==> config.mk <==
export PLATFORM = sky130hd
export DESIGN_NAME = conv_stream_feeder_flat
export DESIGN_NICKNAME = d
export VERILOG_FILES = /design/src/rtl/conv_stream_feeder_if.sv /design/src/rtl/conv_stream_feeder.sv /design/src/flat_wrapper.sv
export SDC_FILE = /design/constraint.sdc
export NUM_CORES = 1
export LEC_CHECK = 0
export BUFFER_PORTS_ARGS = -buffer_cell sky130_fd_sc_hd__buf_4
export CAP_MARGIN = 10
export CORE_ASPECT_RATIO = 0.8
export CORE_MARGIN = 1.5
export CORE_UTILIZATION = 45
export CTS_BUF_LIST = sky130_fd_sc_hd__clkbuf_16
export CTS_CLUSTER_SIZE = 10
export DETAILED_ROUTE_END_ITERATION = 8
export PLACE_DENSITY_LB_ADDON = 0.15
export SLEW_MARGIN = 20
export SYNTH_ARGS = -nofsm -noshare
export SYNTH_HDL_FRONTEND = slang
export SYNTH_SLANG_ARGS = --single-unit
export TNS_END_PERCENT = 5
==> constraint.sdc <==
create_clock -name clock -period 1.33 [get_ports clock]
set_input_delay 0.0665 -clock clock [delete_from_list [all_inputs] [get_ports clock]]
set_output_delay 0.0665 -clock clock [all_outputs]
set_load 0.03 [all_outputs]
==> src/rtl/conv_stream_feeder_if.sv <==
// Handshake/bus bundle between the pixel source and the convolution stream feeder.
// The slave modport is the feeder side; master is the source/observer side.
interface conv_stream_feeder_if #(
  parameter int bitwidth = 8,
  parameter int CW       = 4,
  parameter int RW       = 4
);
  logic                start;
  logic                in_valid;
  logic [bitwidth-1:0] in_data;
  logic                in_ready;
  logic                shift_enable;
  logic [bitwidth-1:0] shift_data;
  logic                window_valid;
  logic [RW-1:0]       row;
  logic [CW-1:0]       col;
  logic                busy;
  logic                frame_done;

  modport slave (
    input  start, in_valid, in_data,
    output in_ready, shift_enable, shift_data, window_valid, row, col, busy, frame_done
  );

  modport master (
    output start, in_valid, in_data,
    input  in_ready, shift_enable, shift_data, window_valid, row, col, busy, frame_done
  );
endinterface

==> src/rtl/conv_stream_feeder.sv <==
// Raster-order pixel sequencer feeding the conv line-buffer chain, flagging full windows.
// Optional macro FEEDER_STRIDE2_EN restricts window_valid to a stride-2 output grid.
module conv_stream_feeder #(
  parameter int bitwidth    = 8,
  parameter int imageWidth  = 11,
  parameter int imageHeight = 11,
  parameter int filterWidth = 3
) (
  input  logic                 clock,
  input  logic                 reset,
  conv_stream_feeder_if.slave  bus
);
  localparam int CW = (imageWidth  > 1) ? $clog2(imageWidth)  : 1;
  localparam int RW = (imageHeight > 1) ? $clog2(imageHeight) : 1;

  localparam logic [CW-1:0] COL_LAST = CW'(imageWidth - 1);
  localparam logic [RW-1:0] ROW_LAST = RW'(imageHeight - 1);
  localparam logic [CW-1:0] COL_MIN  = CW'(filterWidth - 1);
  localparam logic [RW-1:0] ROW_MIN  = RW'(filterWidth - 1);

  typedef enum logic [0:0] {IDLE, STREAM} state_t;

  state_t              state_q, state_d;
  logic [CW-1:0]       col_cnt_q, col_cnt_d;
  logic [RW-1:0]       row_cnt_q, row_cnt_d;
  logic                shift_enable_q, shift_enable_d;
  logic [bitwidth-1:0] shift_data_q, shift_data_d;
  logic                window_valid_q, window_valid_d;
  logic [RW-1:0]       row_q, row_d;
  logic [CW-1:0]       col_q, col_d;
  logic                frame_done_q, frame_done_d;

  logic accept, last_pix, col_wrap, win_hit;

  assign accept   = (state_q == STREAM) && bus.in_valid;
  assign col_wrap = (col_cnt_q == COL_LAST);
  assign last_pix = col_wrap && (row_cnt_q == ROW_LAST);

`ifdef FEEDER_STRIDE2_EN
  // (cnt - MIN) is even exactly when the LSBs agree
  assign win_hit = (row_cnt_q >= ROW_MIN) && (col_cnt_q >= COL_MIN) &&
                   (row_cnt_q[0] == ROW_MIN[0]) && (col_cnt_q[0] == COL_MIN[0]);
`else
  assign win_hit = (row_cnt_q >= ROW_MIN) && (col_cnt_q >= COL_MIN);
`endif

  always_comb begin
    state_d        = state_q;
    col_cnt_d      = col_cnt_q;
    row_cnt_d      = row_cnt_q;
    shift_enable_d = 1'b0;
    shift_data_d   = shift_data_q;
    window_valid_d = 1'b0;
    row_d          = row_q;
    col_d          = col_q;
    frame_done_d   = 1'b0;
    unique case (state_q)
      IDLE: begin
        if (bus.start) begin
          state_d   = STREAM;
          col_cnt_d = '0;
          row_cnt_d = '0;
        end
      end
      STREAM: begin
        if (accept) begin
          shift_enable_d = 1'b1;
          shift_data_d   = bus.in_data;
          row_d          = row_cnt_q;
          col_d          = col_cnt_q;
          window_valid_d = win_hit;
          if (last_pix) begin
            frame_done_d = 1'b1;
            state_d      = IDLE;
            col_cnt_d    = '0;
            row_cnt_d    = '0;
          end else if (col_wrap) begin
            col_cnt_d = '0;
            row_cnt_d = row_cnt_q + 1'b1;
          end else begin
            col_cnt_d = col_cnt_q + 1'b1;
          end
        end
      end
      default: state_d = IDLE;
    endcase
  end

  always_ff @(posedge clock) begin
    if (reset) begin
      state_q        <= IDLE;
      col_cnt_q      <= '0;
      row_cnt_q      <= '0;
      shift_enable_q <= 1'b0;
      shift_data_q   <= '0;
      window_valid_q <= 1'b0;
      row_q          <= '0;
      col_q          <= '0;
      frame_done_q   <= 1'b0;
    end else begin
      state_q        <= state_d;
      col_cnt_q      <= col_cnt_d;
      row_cnt_q      <= row_cnt_d;
      shift_enable_q <= shift_enable_d;
      shift_data_q   <= shift_data_d;
      window_valid_q <= window_valid_d;
      row_q          <= row_d;
      col_q          <= col_d;
      frame_done_q   <= frame_done_d;
    end
  end

  assign bus.in_ready     = (state_q == STREAM);
  assign bus.busy         = (state_q == STREAM);
  assign bus.shift_enable = shift_enable_q;
  assign bus.shift_data   = shift_data_q;
  assign bus.window_valid = window_valid_q;
  assign bus.row          = row_q;
  assign bus.col          = col_q;
  assign bus.frame_done   = frame_done_q;
endmodule

==> src/flat_wrapper.sv <==
// flat-port wrapper written by rule: the top's interface ports become plain ports
module conv_stream_feeder_flat 
#(
  parameter int bitwidth    = 8,
  parameter int imageWidth  = 11,
  parameter int imageHeight = 11,
  parameter int filterWidth = 3
)
  (clock, reset, bus_start, bus_in_valid, bus_in_data, bus_in_ready, bus_shift_enable, bus_shift_data, bus_window_valid, bus_row, bus_col, bus_busy, bus_frame_done);
  conv_stream_feeder_if #(.bitwidth(bitwidth), .CW((((11) > 1) ? $clog2((11)) : 1)), .RW((((11) > 1) ? $clog2((11)) : 1))) bus_i ();
  input  logic clock;
  input  logic reset;
  input wire logic [$bits(bus_i.start)-1:0] bus_start;
  input wire logic [$bits(bus_i.in_valid)-1:0] bus_in_valid;
  input wire logic [$bits(bus_i.in_data)-1:0] bus_in_data;
  output wire logic [$bits(bus_i.in_ready)-1:0] bus_in_ready;
  output wire logic [$bits(bus_i.shift_enable)-1:0] bus_shift_enable;
  output wire logic [$bits(bus_i.shift_data)-1:0] bus_shift_data;
  output wire logic [$bits(bus_i.window_valid)-1:0] bus_window_valid;
  output wire logic [$bits(bus_i.row)-1:0] bus_row;
  output wire logic [$bits(bus_i.col)-1:0] bus_col;
  output wire logic [$bits(bus_i.busy)-1:0] bus_busy;
  output wire logic [$bits(bus_i.frame_done)-1:0] bus_frame_done;
  assign bus_i.start = bus_start;
  assign bus_i.in_valid = bus_in_valid;
  assign bus_i.in_data = bus_in_data;
  assign bus_in_ready = bus_i.in_ready;
  assign bus_shift_enable = bus_i.shift_enable;
  assign bus_shift_data = bus_i.shift_data;
  assign bus_window_valid = bus_i.window_valid;
  assign bus_row = bus_i.row;
  assign bus_col = bus_i.col;
  assign bus_busy = bus_i.busy;
  assign bus_frame_done = bus_i.frame_done;
  conv_stream_feeder #(.bitwidth(bitwidth), .imageWidth(imageWidth), .imageHeight(imageHeight), .filterWidth(filterWidth)) u_core (.clock(clock), .reset(reset), .bus(bus_i));
endmodule
==> results.toml, run 1 <==
[finish]
mostFrequentLayoutCell = "buf_4"
final_cell_mix = "buf_4, nand2_1, dfxtp_1"
syn2layout_area_growth_pct = 38.7
diodes = 0
drive_above_1_share_pct = 34.6
postLayoutCoreUtil_pct = 66.1
nNetsFinal = 195

[drt]
drc_errors = 0
vias = 1137
drtIter0Drc = 25
viasPerCell = 5.29
antenna_left = 0
drt-wirelength-per-cell_um = 13.1
first_pass_iters = 4
drt-total-wl_mm = 2.81

[timing]
timing.final.crit_share_pct = 105
skew_ns = 0.00501
setup_tns_ns = -0.0661
max_slew_margin_pct = 76.7
max_freq_mhz = 716
grt_setup_unrepaired = "true"
finalSetupViolations = 1
tightest_slew_ns = 0.346
hold_violations = 0
maxSlewViolCount = 0
layout_min_cycle_time_ns = 1.40
setup_ws_ns = -0.0661

[setup_path]
critPathArrivalTime_ns = 1.59
crit_slowest_cell = "or4b_4"
criticalPathCategory = "reg2reg"
cp_data_required_time_ns = 1.52
cp_max_fo = 2
end_kind = "flip-flop"
crit_path_start_kind = "flip-flop"
cpPeakStageDelay_ns = 0.48
cpLargestDelayFamily = "simple AND/OR/NAND/NOR gates"
cp_cell_sequence = "inv_2 -> ha_4 -> and3b_1 -> or4b_4 -> mux2i_1"
critPathBufInv = 1

[floorplan]
dieHeight_um = 48.7
start_util_pct = 47.7
core_um2 = 2460
dieArea_um2 = 2930
io_pins = 33
die_w_um = 60.1
placementRows = 16

[clock_tree]
htree_levels = 1
cts_hold_buf = 0
clk_pin_slew_ns = 0.06
clkLatencyLatePin_ns = 0.26
numCtsBuffers = 3
cts_max_path_buffers = 2
numClockSinks = 28
cts_tree = "done"
root_buffer = "clkbuf_16"

[logic_synthesis]
ys_warn_count = 0
syn_area_per_cell_um2 = 8.44
synth_area_um2 = 1170
syn-num-nets = 153
yosys_register_bits = 28
yosysSeqAreaShare_pct = 47.8
synth.distinct_cells = 34
postSynthCellCount = 139

[outcome]
status = "finished with violations"
violations = "setup timing"

[power_and_ir_drop]
p_sw_uw = 377
p_int_mw = 1.32
pwr-share-clk_pct = 39.0
ir_drop_v = 0.000963
p_leak_nw = 0.642
powerDensity_nw_per_um2 = 1040
pwr-share-comb_pct = 9.9
seq_power_share_pct = 51.0
switching_share_pct = 22.2

[grt]
busiest_layer = "met2"
grt_max_degree = 30
grt_first_pass_wirelength_mm = 4.82
grt_pass1_vias = 1101
antenna_found_initial = 0
grtUsageMet3_pct = 5.61
grt_use_met1_pct = 25.4
grt-ovfl-total = 0
grtUsageMet2_pct = 38.0
grt.total_usage_pct = 21.6

[place]
hpwlAfterDp_mm = 1.97
gp_congestion = 0.856
port_buffers = 32

[run]
maxCapViolCount = 0

[worst_hold_path]
hold_path.class = "in2reg"
-- repair_timing --
action | CTS | global route
setup endpoints to repair | 2 | 5
gates cloned | 0 | 0
resized for setup | 5 | 4
pin swaps | 0 | 1
buffers inserted | 1 | 1
-- Yosys cell counts, drive strengths merged --
| cell | n | area, µm² |
|---|---|---|
| o211ai | 1 | 7.51 |
| nand3 | 6 | 30.0 |
| nand3b | 2 | 15.0 |
| a311oi | 3 | 26.3 |
| a21oi | 22 | 110 |
| o311ai | 1 | 8.76 |
| nor3 | 1 | 5.00 |
| nand2b | 2 | 12.5 |
| and2 | 1 | 6.26 |
| a211oi | 1 | 7.51 |
| clkbuf | 6 | 23.8 |
| buf | 6 | 37.5 |
| o21ai | 2 | 10.0 |
| a41oi | 1 | 8.76 |
| ha | 2 | 25.0 |
| nor4 | 3 | 18.8 |
| nand4bb | 1 | 11.3 |
| or3 | 1 | 6.26 |
| nor2 | 3 | 11.3 |
| or2 | 1 | 6.26 |
| nand4 | 2 | 12.5 |
| mux2i | 1 | 10.0 |
| a22oi | 1 | 7.51 |
| and3b | 2 | 17.5 |
| dfxtp | 28 | 561 |
| nor4bb | 1 | 25.0 |
| a21boi | 1 | 7.51 |
| inv | 2 | 7.51 |
| nand2 | 34 | 128 |
| or4b | 1 | 10.0 |
-- per-layer routing --
metal | up-vias | wire, µm
met4 | 0 | 29
met3 | 4 | 116
met1 | 549 | 1200
li1 | 564 | -
met5 | - | 0
met2 | 20 | 1460
-- stage by stage --
step	cell area [µm²]	setup slack (ns)	power, mW	hold slack (ns)	cells
2_1_floorplan	1170	-0.118	0.980	0.203	139
5_1_grt	1630	-0.148	1.77	0.0504	215
3_5_place_dp	1510	-0.0796	1.05	0.322	210
4_1_cts	1610	-0.0295	1.71	0.0475	214
3_3_place_gp	1510	-0.0344	1.05	0.315	210
6_report	1630	-0.0661	1.70	0.0503	215
-- registers in the layout, summed over array words and instances, names as in the netlist --
register                 cells
u_core.col_cnt_q             4
u_core.bus.shift_enable      1
u_core.bus.row               4
u_core.bus.frame_done        1
u_core.bus.col               4
u_core.row_cnt_q             4
u_core.bus.shift_data        8
u_core.bus.busy              1
u_core.bus.window_valid      1
-- worst register-to-register path: cells and delay by family (launching register included) --
kind / cells / cell delay (ns)
buffers and inverters: 1 / 0.05
multiplexers: 1 / 0.14
AND/OR/NAND/NOR: 2 / 0.66
flip-flops: 1 / 0.33
adder cells (fa/ha/maj): 1 / 0.15
-- power groups by stage --
stage	combinational (mW)	clock (mW)	sequential, mW
5_1_grt	0.182	0.720	0.868
3_3_place_gp	0.163	0	0.884
6_report	0.169	0.663	0.867
4_1_cts	0.168	0.679	0.866
2_1_floorplan	0.0708	0	0.910
3_5_place_dp	0.167	0	0.885
-- layout make-up --
| class | instances | area (µm²) |
|---|---|---|
| flip-flops and latches | 28 | 564 |
| fillers | 222 | 835 |
| repair buffers | 49 | 368 |
| inverters | 2 | 7.51 |
| multi-input cells | 97 | 568 |
| clock buffers | 3 | 75.1 |
| well taps | 36 | 45.0 |
-- worst paths after layout --
| path | from | endpoint | slack [ns] | cells after the start |
|---|---|---|---|---|
| hold reg to reg | u_core.bus.shift_data[7]$_SDFFE_PP0N_ | u_core.bus.shift_data[7]$_SDFFE_PP0N_ | 0.45 | 2 |
| hold / removal | bus_in_data[2] | u_core.bus.shift_data[2]$_SDFFE_PP0N_ | 0.05 | 3 |
| setup reg to reg | u_core.row_cnt_q[0]$_SDFFE_PP0P_ | u_core.row_cnt_q[1]$_SDFFE_PP0P_ | -0.07 | 5 |
| setup / recovery | u_core.row_cnt_q[0]$_SDFFE_PP0P_ | u_core.row_cnt_q[1]$_SDFFE_PP0P_ | -0.07 | 5 |
-- logic make-up (layout without fill, tap and decap cells) --
kind of cell | count (synthesis) | count (layout) | share of synthesized area, %
AND/OR/NAND/NOR | 61 | 61 | 26.9
AO/OA/AOI/OAI | 33 | 33 | 16.5
flip-flops | 28 | 28 | 47.8
multiplexers | 1 | 1 | 0.853
buffers and inverters | 14 | 54 | 5.86
adder cells (fa/ha/maj) | 2 | 2 | 2.13
(Power assumes the default switching activity.)
==> run 2, diff against run 1 <==
GPL_TIMING_DRIVEN = 0   (was not set)
==> results.toml, run 2 (same netlist as run 1, synthesis figures left out) <==
[drt]
vias = 1141
drtIter0Drc = 30
first_pass_iters = 4
antenna_left = 0
viasPerCell = 5.33
drt-total-wl_mm = 2.83
drt-wirelength-per-cell_um = 13.2
drc_errors = 0

[place]
hpwlAfterDp_mm = 1.96
gp_congestion = 0.854
port_buffers = 32

[worst_hold_path]
min_from = "bus_in_data[2]"
hold_depth = 3
hold_path.class = "in2reg"
min_to = "u_core.bus.shift_data[2]$_SDFFE_PP0N_"

[clock_tree]
cts_max_path_buffers = 2
numCtsBuffers = 3
clkLatencyLatePin_ns = 0.26
cts_tree = "done"
numClockSinks = 28
root_buffer = "clkbuf_16"
cts_hold_buf = 0
clk_pin_slew_ns = 0.06
htree_levels = 1

[finish]
nNetsFinal = 193
diodes = 0
mostFrequentLayoutCell = "buf_4"
largest_reg_flops = 8
final_cell_mix = "buf_4, nand2_1, dfxtp_1"
drive_above_1_share_pct = 32.0
syn2layout_area_growth_pct = 37.0
nFillCells = 230

[grt]
grt_max_degree = 16
busiest_layer = "met2"
grt_pass1_vias = 1089
grt-ovfl-total = 0
grtUsageMet2_pct = 36.4
grt.total_usage_pct = 21.0
antenna_found_initial = 0
grtUsageMet3_pct = 4.81
grt_first_pass_wirelength_mm = 4.68
grt_use_met1_pct = 24.9

[timing]
finalSetupViolations = 1
maxSlewViolCount = 0
hold_ws_ns = 0.0463
timing.final.crit_share_pct = 104
skew_ns = 0.00158
hold_violations = 0
max_freq_mhz = 720
grt_setup_unrepaired = "true"
setup_ws_ns = -0.0598
max_slew_margin_pct = 65.6
tightest_slew_ns = 0.516
layout_min_cycle_time_ns = 1.39

[power_and_ir_drop]
total_power_mw = 1.72
p_leak_nw = 0.620
ir_drop_v = 0.000727
powerDensity_nw_per_um2 = 1070

[setup_path]
crit_path_start_kind = "flip-flop"
criticalPathCategory = "reg2reg"
end_kind = "flip-flop"
critPathArrivalTime_ns = 1.58
r2r-end = "u_core.row_cnt_q[1]$_SDFFE_PP0P_"
r2r_slack_ns = -0.06
cp_data_required_time_ns = 1.52
worstReg2RegStart = "u_core.row_cnt_q[0]$_SDFFE_PP0P_"
cp_max_fo = 2
worst-r2r-cell-count = 5

[floorplan]
dieArea_um2 = 2930
placementRows = 16
dieHeight_um = 48.7
core_um2 = 2460
die_w_um = 60.1
start_util_pct = 47.7
io_pins = 33

[outcome]
violations = "setup timing"
status = "finished with violations"

[run]
maxCapViolCount = 0
run 2: changes by cell type in the layout (fill, tap and decap cells not counted), sizes merged:
cell    delta
clkinv     +1
clkbuf     +5
buf        -7
run 2: per-layer routing:
metal | routed length [µm] | share of wire [%]
met2 | 1470 | 52
met5 | 0 | 0
met4 | 38 | 1.3
met1 | 1170 | 41
met3 | 153 | 5.4
run 2: metrics by stage:
step / setup TNS [ns] / utilization, % / cell area, µm² / instances / setup WS [ns]
floorplan: -0.118 / - / 1170 / 139 / -0.118
global placement: -0.285 / 59.3 / 1460 / 207 / -0.213
detailed placement: -0.386 / 59.3 / 1460 / 207 / -0.222
CTS: -0.0606 / 64.8 / 1600 / 213 / -0.0528
global route: -0.182 / 65.3 / 1610 / 214 / -0.0893
finish: -0.0598 / 65.3 / 1610 / 214 / -0.0598
run 2: timing repair:
item	4_1_cts	5_1_grt
pin swaps	0	2
setup buffers	2	1
resized for setup	13	6
endpoints found under the setup margin	13	15
run 2: report_power, final:
part	internal, mW	switching (mW)
sequential	0.852	0.0111
clock	0.403	0.280
combinational	0.0686	0.103
run 2: final cells by class:
cell class | instances | area (µm²) | area share (%)
Inverter | 2 | 10.0 | 0.623
Tap cell | 36 | 45.0 | 2.80
Timing Repair Buffer | 35 | 263 | 16.3
Buffer | 12 | 67.6 | 4.20
Clock buffer | 3 | 75.1 | 4.67
Sequential cell | 28 | 568 | 35.3
Clock inverter | 1 | 3.75 | 0.233
Multi-Input combinational cell | 97 | 576 | 35.8
run 2: critical path, cell delays in order, from the launching register on:
cell     delay [ns]
dfxtp_4        0.37
inv_4          0.04
ha_4           0.15
and3b_1        0.17
or4b_1         0.47
mux2i_1        0.13
run 2: worst max path at each step:
stage / start / to / slack, ns / cells past startpoint
after global placement: u_core.row_cnt_q[0]$_SDFFE_PP0P_ / u_core.row_cnt_q[1]$_SDFFE_PP0P_ / -0.21 / 5
final: u_core.row_cnt_q[0]$_SDFFE_PP0P_ / u_core.row_cnt_q[1]$_SDFFE_PP0P_ / -0.06 / 5
after global routing: u_core.row_cnt_q[0]$_SDFFE_PP0P_ / u_core.row_cnt_q[1]$_SDFFE_PP0P_ / -0.09 / 5
after floorplan: u_core.row_cnt_q[0]$_SDFFE_PP0P_ / u_core.row_cnt_q[1]$_SDFFE_PP0P_ / -0.12 / 5
after CTS: u_core.row_cnt_q[0]$_SDFFE_PP0P_ / u_core.row_cnt_q[1]$_SDFFE_PP0P_ / -0.05 / 5
after detailed placement: u_core.row_cnt_q[0]$_SDFFE_PP0P_ / u_core.row_cnt_q[1]$_SDFFE_PP0P_ / -0.22 / 5
==> run 3, diff against run 2 <==
CORE_UTILIZATION = 46   (was 45)
clock period = 1.3 ns   (was 1.33 ns; I/O delays follow)
==> results.toml, run 3 (same netlist as run 1, synthesis figures left out) <==
[timing]
hold_violations = 0
grt_setup_unrepaired = "true"
maxSlewViolCount = 0
skew_ns = 0.00134
timing.final.crit_share_pct = 107
setup_ws_ns = -0.0879
tightest_slew_ns = 0.478
max_freq_mhz = 721
layout_min_cycle_time_ns = 1.39
finalSetupViolations = 3
max_slew_margin_pct = 68.1

[finish]
mostFrequentLayoutCell = "buf_4"
syn2layout_area_growth_pct = 38.1
drive_above_1_share_pct = 33.5
postLayoutCellArea_um2 = 1620
final_cell_mix = "buf_4, nand2_1, dfxtp_1"
largest_reg_flops = 8
diodes = 0
nNetsFinal = 191
fin_cells = 212

[power_and_ir_drop]
p_int_mw = 1.36
pwr-share-clk_pct = 39.5
p_leak_nw = 0.610
ir_drop_v = 0.000721
powerDensity_nw_per_um2 = 1080
seq_power_share_pct = 50.3
switching_share_pct = 22.8
pwr-share-comb_pct = 10.2
p_sw_uw = 400

[floorplan]
dieArea_um2 = 2870
start_util_pct = 48.1
io_pins = 33
core_um2 = 2440
dieHeight_um = 48.2
placementRows = 16
die_w_um = 59.5

[clock_tree]
root_buffer = "clkbuf_16"
htree_levels = 1
clk_pin_slew_ns = 0.07
clkLatencyLatePin_ns = 0.26
numClockSinks = 28
cts_max_path_buffers = 2
cts_tree = "done"
numCtsBuffers = 3

[grt]
antenna_found_initial = 0
grt_max_degree = 16
grt-ovfl-total = 0
grt_pass1_vias = 949
grt_first_pass_wirelength_mm = 4.16
grt.total_usage_pct = 19.8

[setup_path]
r2r_slack_ns = -0.09
cp.depth = 5
critPathArrivalTime_ns = 1.57
critPathBufInv = 1
cpPeakStageDelay_ns = 0.46
criticalPathCategory = "reg2reg"
startpoint = "u_core.row_cnt_q[0]$_SDFFE_PP0P_"
worstReg2RegStart = "u_core.row_cnt_q[0]$_SDFFE_PP0P_"
worstSetupEndpoint = "u_core.row_cnt_q[1]$_SDFFE_PP0P_"
end_kind = "flip-flop"
crit_path_start_kind = "flip-flop"
worst-r2r-cell-count = 5
r2r-end = "u_core.row_cnt_q[1]$_SDFFE_PP0P_"
cpLargestDelayFamily = "simple AND/OR/NAND/NOR gates"
crit_slowest_cell = "or4b_1"
cp_max_fo = 4
cp_cell_sequence = "inv_4 -> ha_4 -> and3b_1 -> or4b_1 -> mux2i_1"
cp_data_required_time_ns = 1.49

[drt]
drc_errors = 0
vias = 1152
first_pass_iters = 4
antenna_left = 0
drt-total-wl_mm = 2.79
drt-wirelength-per-cell_um = 13.2
drtIter0Drc = 37
viasPerCell = 5.43

[outcome]
status = "finished with violations"
violations = "setup timing"

[place]
postPlaceCellArea_um2 = 1470
hpwlAfterDp_mm = 1.92
port_buffers = 32
gp_congestion = 0.843
dp_cells = 207

[run]
maxCapViolCount = 0

[worst_hold_path]
hold_path.class = "in2reg"
==> run 3: cell type report <==
type,count,area [µm²]
Fill cell,229,822
Multi-Input combinational cell,97,593
Sequential cell,28,569
Timing Repair Buffer,34,255
Clock buffer,3,75.1
Buffer,11,68.8
Tap cell,36,45.0
Inverter,2,10.0
Clock inverter,1,3.75
==> run 3: per-stage QoR <==
step / util (%) / hold WS (ns) / total power [mW] / setup TNS [ns] / setup slack (ns)
after floorplan: - / 0.201 / 1.00 / -0.0569 / -0.0405
after global placement: 60.3 / 0.312 / 1.07 / -0.299 / -0.0927
after detailed placement: 60.3 / 0.324 / 1.07 / -0.496 / -0.181
after CTS: 65.8 / 0.0512 / 1.76 / -0.126 / -0.0816
after global routing: 66.3 / 0.0621 / 1.82 / -0.480 / -0.136
final: 66.3 / 0.0514 / 1.76 / -0.131 / -0.0879
==> run 3: how the worst min path moves through the flow <==
| stage | start | slack [ns] | to | cells past startpoint |
|---|---|---|---|---|
| after floorplan | bus_in_data[0] | 0.20 | u_core.bus.shift_data[0]$_SDFFE_PP0N_ | 2 |
| after global placement | bus_in_data[3] | 0.31 | u_core.bus.shift_data[3]$_SDFFE_PP0N_ | 3 |
| after detailed placement | bus_in_data[5] | 0.32 | u_core.bus.shift_data[5]$_SDFFE_PP0N_ | 3 |
| after CTS | bus_in_data[5] | 0.05 | u_core.bus.shift_data[5]$_SDFFE_PP0N_ | 3 |
| after global routing | bus_in_data[3] | 0.06 | u_core.bus.shift_data[3]$_SDFFE_PP0N_ | 3 |
| final | bus_in_data[5] | 0.05 | u_core.bus.shift_data[5]$_SDFFE_PP0N_ | 3 |
==> run 3: tightest hold or removal path, cell delays in order <==
cell,delay (ns)
buf_4,0.10
nand2_1,0.05
a21oi_1,0.05
==> run 3: power by group through the flow <==
stage	sequential (mW)	combinational (mW)	clock [mW]
after CTS	0.883	0.176	0.703
final	0.883	0.179	0.695
after floorplan	0.931	0.0724	0
after global routing	0.885	0.195	0.737
after detailed placement	0.904	0.170	0
after global placement	0.903	0.168	0
==> run 3: layer usage <==
metal	routed length [µm]	up-vias	track usage [%]
met4	11	0	4.09
li1	-	564	-
met3	122	2	4.77
met2	1460	24	37.8
met5	0	-	0
met1	1200	562	23.1
==> run 3: timing repair <==
| item | 4_1_cts | 5_1_grt |
|---|---|---|
| pin swaps | 1 | 1 |
| setup buffers | 1 | 1 |
| gates cloned | 0 | 0 |
| setup endpoints to repair | 24 | 22 |
| resized for setup | 13 | 9 |
| hold buffers | 0 | 0 |
